==> src/rtl/apb_master_arb6.sv <==
// APB master shared by NUM_REQ6 requesters: round-robin grant, SETUP/ACCESS sequencing, wait states, error and timeout.
// Accept to response is 3 cycles with zero wait states. req_ready6 is offered only while IDLE.
module apb_master_arb6 #(
  parameter int NUM_REQ6     = 4,
  parameter int PADDR_WIDTH6 = 32,
  parameter int PDATA_WIDTH6 = 32,
  parameter int SEL_LSB6     = 28,
  parameter int TIMEOUT6     = 16
) (
  input  logic                             pclock6,
  input  logic                             preset6,
  input  logic [NUM_REQ6-1:0]              req_valid6,
  output logic [NUM_REQ6-1:0]              req_ready6,
  input  logic [NUM_REQ6-1:0]              req_write6,
  input  logic [NUM_REQ6*PADDR_WIDTH6-1:0] req_addr6,
  input  logic [NUM_REQ6*PDATA_WIDTH6-1:0] req_wdata6,
  output logic [NUM_REQ6-1:0]              rsp_valid6,
  output logic [PDATA_WIDTH6-1:0]          rsp_rdata6,
  output logic                             rsp_err6,
  output logic [PADDR_WIDTH6-1:0]          paddr6,
  output logic                             prwd6,
  output logic [PDATA_WIDTH6-1:0]          pwdata6,
  output logic [15:0]                      psel6,
  output logic                             penable6,
  input  logic [PDATA_WIDTH6-1:0]          prdata6,
  input  logic                             pready6,
  input  logic                             pslverr6
);

  localparam int PW = $clog2(NUM_REQ6);
  localparam int CW = $clog2(TIMEOUT6);

  typedef enum logic [1:0] {IDLE, SETUP, ACCESS} state_t;

  state_t            state, state_nxt;
  logic [PW-1:0]     ptr, win, gnt;
  logic [PW:0]       sum;
  logic              found;
  logic [CW-1:0]     cnt;
  logic              accept, done_ok, done_to, done;

  logic [PADDR_WIDTH6-1:0] addr_a  [NUM_REQ6];
  logic [PDATA_WIDTH6-1:0] wdata_a [NUM_REQ6];

  for (genvar i = 0; i < NUM_REQ6; i++) begin : g_unpack
    assign addr_a[i]  = req_addr6[i*PADDR_WIDTH6 +: PADDR_WIDTH6];
    assign wdata_a[i] = req_wdata6[i*PDATA_WIDTH6 +: PDATA_WIDTH6];
  end

  // Round-robin search starts just after the last granted requester.
  always_comb begin
    found = 1'b0;
    win   = '0;
    sum   = '0;
    for (int k = 1; k <= NUM_REQ6; k++) begin
      sum = {1'b0, ptr} + (PW+1)'(k);
      if (sum >= (PW+1)'(NUM_REQ6)) sum = sum - (PW+1)'(NUM_REQ6);
      if (!found && req_valid6[sum[PW-1:0]]) begin
        found = 1'b1;
        win   = sum[PW-1:0];
      end
    end
  end

  always_ff @(posedge pclock6) begin
    if (!preset6) state <= IDLE;
    else          state <= state_nxt;
  end

  always_comb begin
    state_nxt = state;
    case (state)
      IDLE:    if (accept) state_nxt = SETUP;
      SETUP:   state_nxt = ACCESS;
      ACCESS:  if (done) state_nxt = IDLE;
      default: state_nxt = IDLE;
    endcase
  end

  // pready6 wins over the timeout when both land in the same cycle.
  always_comb begin
    req_ready6 = '0;
    if (state == IDLE && found) req_ready6[win] = 1'b1;
    accept  = (state == IDLE) && found;
    done_ok = (state == ACCESS) && pready6;
    done_to = (state == ACCESS) && !pready6 && (cnt == CW'(TIMEOUT6-1));
    done    = done_ok || done_to;
  end

  always_ff @(posedge pclock6) begin
    if (!preset6) begin
      ptr        <= PW'(NUM_REQ6-1);
      gnt        <= '0;
      cnt        <= '0;
      paddr6     <= '0;
      pwdata6    <= '0;
      prwd6      <= 1'b0;
      psel6      <= '0;
      penable6   <= 1'b0;
      rsp_valid6 <= '0;
      rsp_rdata6 <= '0;
      rsp_err6   <= 1'b0;
    end else begin
      rsp_valid6 <= '0;
      if (accept) begin
        gnt    <= win;
        ptr    <= win;
        paddr6 <= addr_a[win];
        prwd6  <= req_write6[win];
        if (req_write6[win]) pwdata6 <= wdata_a[win];
        psel6  <= 16'd1 << addr_a[win][SEL_LSB6 +: 4];
      end
      if (state == SETUP) penable6 <= 1'b1;
      if (state == ACCESS) begin
        if (done) begin
          psel6           <= '0;
          penable6        <= 1'b0;
          cnt             <= '0;
          rsp_valid6[gnt] <= 1'b1;
          rsp_rdata6      <= (done_ok && !prwd6) ? prdata6 : '0;
          rsp_err6        <= done_ok ? pslverr6 : 1'b1;
        end else begin
          cnt <= cnt + CW'(1);
        end
      end
    end
  end

endmodule

==> config.mk <==
export PLATFORM = sky130hd
export DESIGN_NAME = apb_master_arb6
export DESIGN_NICKNAME = d
export VERILOG_FILES = /design/src/rtl/apb_master_arb6.sv
export SDC_FILE = /design/constraint.sdc
export NUM_CORES = 1
export LEC_CHECK = 0
export CORE_AREA = 8 8 156 158
export CTS_BUF_LIST = sky130_fd_sc_hd__clkbuf_4 sky130_fd_sc_hd__clkbuf_8 sky130_fd_sc_hd__clkbuf_16
export DETAILED_ROUTE_END_ITERATION = 6
export DIE_AREA = 0 0 164 166
export DONT_BUFFER_PORTS = 1
export SLEW_MARGIN = 25
export SYNTH_ARGS = -nofsm -noshare
export SYNTH_HDL_FRONTEND = slang
export SYNTH_SLANG_ARGS = --single-unit
==> constraint.sdc <==
create_clock -name pclock6 -period 5.4 [get_ports pclock6]
set_input_delay 1.35 -clock pclock6 [delete_from_list [all_inputs] [get_ports pclock6]]
set_output_delay 1.35 -clock pclock6 [all_outputs]
set_load 0.005 [all_outputs]
==> reports/qor.yml <==
r2r_cells: 9
crit_type: "in -> out"
synth_nets: 1232
hold_buffers: 0
grt_max_degree: 112
rsz0062_at_grt: "false"
fmaxAchievable_ghz: 0.2611
period_needed_ns: 3.830
place_inst: 1155
synthTopCellsByCount: "nand2_1, nand3_1, dfxtp_1"
tightestPinTransition_ns: 0.9674
critPathMaxFanout: 28
worst_ep_required_time_ns: 4.05
postSynth.asyncResetShare_pct: 0
routed_wl_um: 24760
timing.final.crit_share_pct: 70.92
synth_seq_cells: 129
post_drt_via_cell_ratio: 5.370
dr.pass1.iters: 5
numCtsBuffers: 17
die_y_um: 166
start_util_pct: 30.41
dp_hpwl_um: 18840
drt_iter0_markers: 436
p_leak_nw: 3.116
grt_pass1_wl_um: 37120
setup_slack_ns: 1.570
setup_viol: 0
yosys.area.top_type_share_pct: 38.44
area_delta_synth_final_pct: 11.27
final_cells: 1188
synth-main-ff-cell: "dfxtp_1"
layout.nets: 1190
cts_tree: "yes"
grt_remaining_overflow: 0
cp.arrival_ns: 2.48
holdPathStages: 2
grtUsageTotal_pct: 17.30
ys_top_cells_by_area: "dfxtp_1, nand2_1, nand3_1"
avgSynthCellArea_sq_um: 7.216
synth-edff-count: 0
grt_pass1_vias: 6334
pre_cts_ws_ns: 1.316
worstSetupStartpointType: "input port"
die_x_um: 164
yosysWarnings: 0
slew_headroom_pct: 35.23
syn-cell-area_sq_um: 6718
place_area_sq_um: 6879
powerDensity_nw_per_um2: 404.5
core-area_sq_um: 22090
clk_latency_ns: 0.41
synthCells: 931
antenna_left: 0
yosysUniqueCellTypes: 47
antenna_found_initial: 2
cts.path.max_buffers: 2
dieArea_sq_um: 27220
root_buffer: "clkbuf_16"
ys_seq_area_share_pct: 38.44
drv_slew: 0
clkSinkCount: 129
drc: 0
ir_drop_uv: 166.1
io_buffers: 0
cts_setup_buffers: 0
clk_pin_slew_ns: 0.07
htree_num_levels: 4
yosys.area.top_type: "dfxtp_1"
finalWeightedCongestion: 0.8502
outcome: "complete, no violations"
routedWlPerCell_um: 20.84
skew_ns: 0.006275
cts_resized: 0
rows: 55
fin_setup_tns_ns: 0
min_path_type: "reg -> reg"
io_pins: 423
cap_viol_max_count: 0
fin_area_sq_um: 7475
hold_viol_final: 0
vias: 6380
drive_gt1_share_pct: 6.541
setup.worst_path.end_class: "primary output"
yosysMostFrequentCell: "nand2_1"
[cells by family after synthesis]
kind of cell    count (synthesis)  synth area share [%]
mux                            41                 6.202
fa+ha+maj                       1                0.1862
flops                         129                 38.44
simple gates                  564                 36.17
compound gates                118                 13.65
buf+inv                        76                 5.085
xor+xnor                        2                0.2608
[stage by stage]
stage / hold WS, ns / total power [W] / util [%]
global route: 0.5021 / 0.003217 / 33.84
detailed placement: 0.4750 / 0.001892 / 31.14
global placement: 0.4660 / 0.001880 / 31.14
floorplan: 0.4228 / 0.001713 / -
finish: 0.4763 / 0.003024 / 33.84
CTS: 0.4844 / 0.003082 / 33.83
[worst max-delay path, cell delays in order]
cell     delay [ns]
and2b_1        0.20
o21a_1         0.25
nor3_4         0.20
buf_4          0.33
nor2_1         0.13
[metal layers]
metal / global-route usage, % / share of wire (%)
met4: 7.117 / 2.5
met2: 28.27 / 48
met1: 20.13 / 40
met3: 6.148 / 9.7
met5: 0 / 0.048
[cell usage in the layout (no fill, tap or decap), drive strengths merged, types with 2 or more instances in the layout]
cell    Yosys  routed
nand2     332     332
nand3     188     188
dfxtp     129     129
a22o       40      40
mux2i      39      39
a21boi     36      36
nor2       17      17
clkbuf     43      17
o21ai      15      15
buf        30      12
inv         3      12
nor3        6       6
nand2b      4       4
o22ai       4       4
nor2b       4       4
clkinv      0       4
a21oi       3       3
nand4       3       3
o31ai       3       3
or3         3       3
a31oi       3       3
o22a        2       2
a22oi       2       2
mux2        2       2
xor2        2       2
and2        2       2
o211ai      2       2
o221a       2       2
nor3b       2       2
[layout make-up]
type / count / area [sq um]
diodes: 1 / 2.502
repair buffers: 12 / 90.09
multi-input cells: 726 / 3839
clock buffers: 17 / 425.4
inverters: 3 / 11.26
flip-flops and latches: 129 / 2582
fillers: 2393 / 14620
clock inverters: 15 / 167.7
well taps: 285 / 356.6
[flip-flops by register name (all words and copies together) (netlist names)]
signal / cells
paddr6: 32
cnt: 4
rsp_err6: 1
state: 2
psel6: 16
rsp_rdata6: 32
rsp_valid6: 4
pwdata6: 32
prwd6: 1
penable6: 1
ptr: 2
gnt: 2
[final timing paths]
path / to / from / slack, ns
hold reg to reg: psel6[6] / psel6[6] / 0.48
setup reg to reg: pwdata6[11] / ptr[0] / 2.24
setup / recovery: req_ready6[1] / req_valid6[3] / 1.57
hold / removal: psel6[6] / psel6[6] / 0.48
[power by group]
part / leakage (nW) / internal, W / total (W) / switching [W]
logic: 1.77 / 0.000244 / 0.000694 / 0.000450
registers: 1.05 / 0.00106 / 0.00116 / 0.000105
clock network: 0.291 / 0.000660 / 0.00117 / 0.000505
total: 3.12 / 0.00196 / 0.00302 / 0.00106
Power figures use the tool's default switching activity.
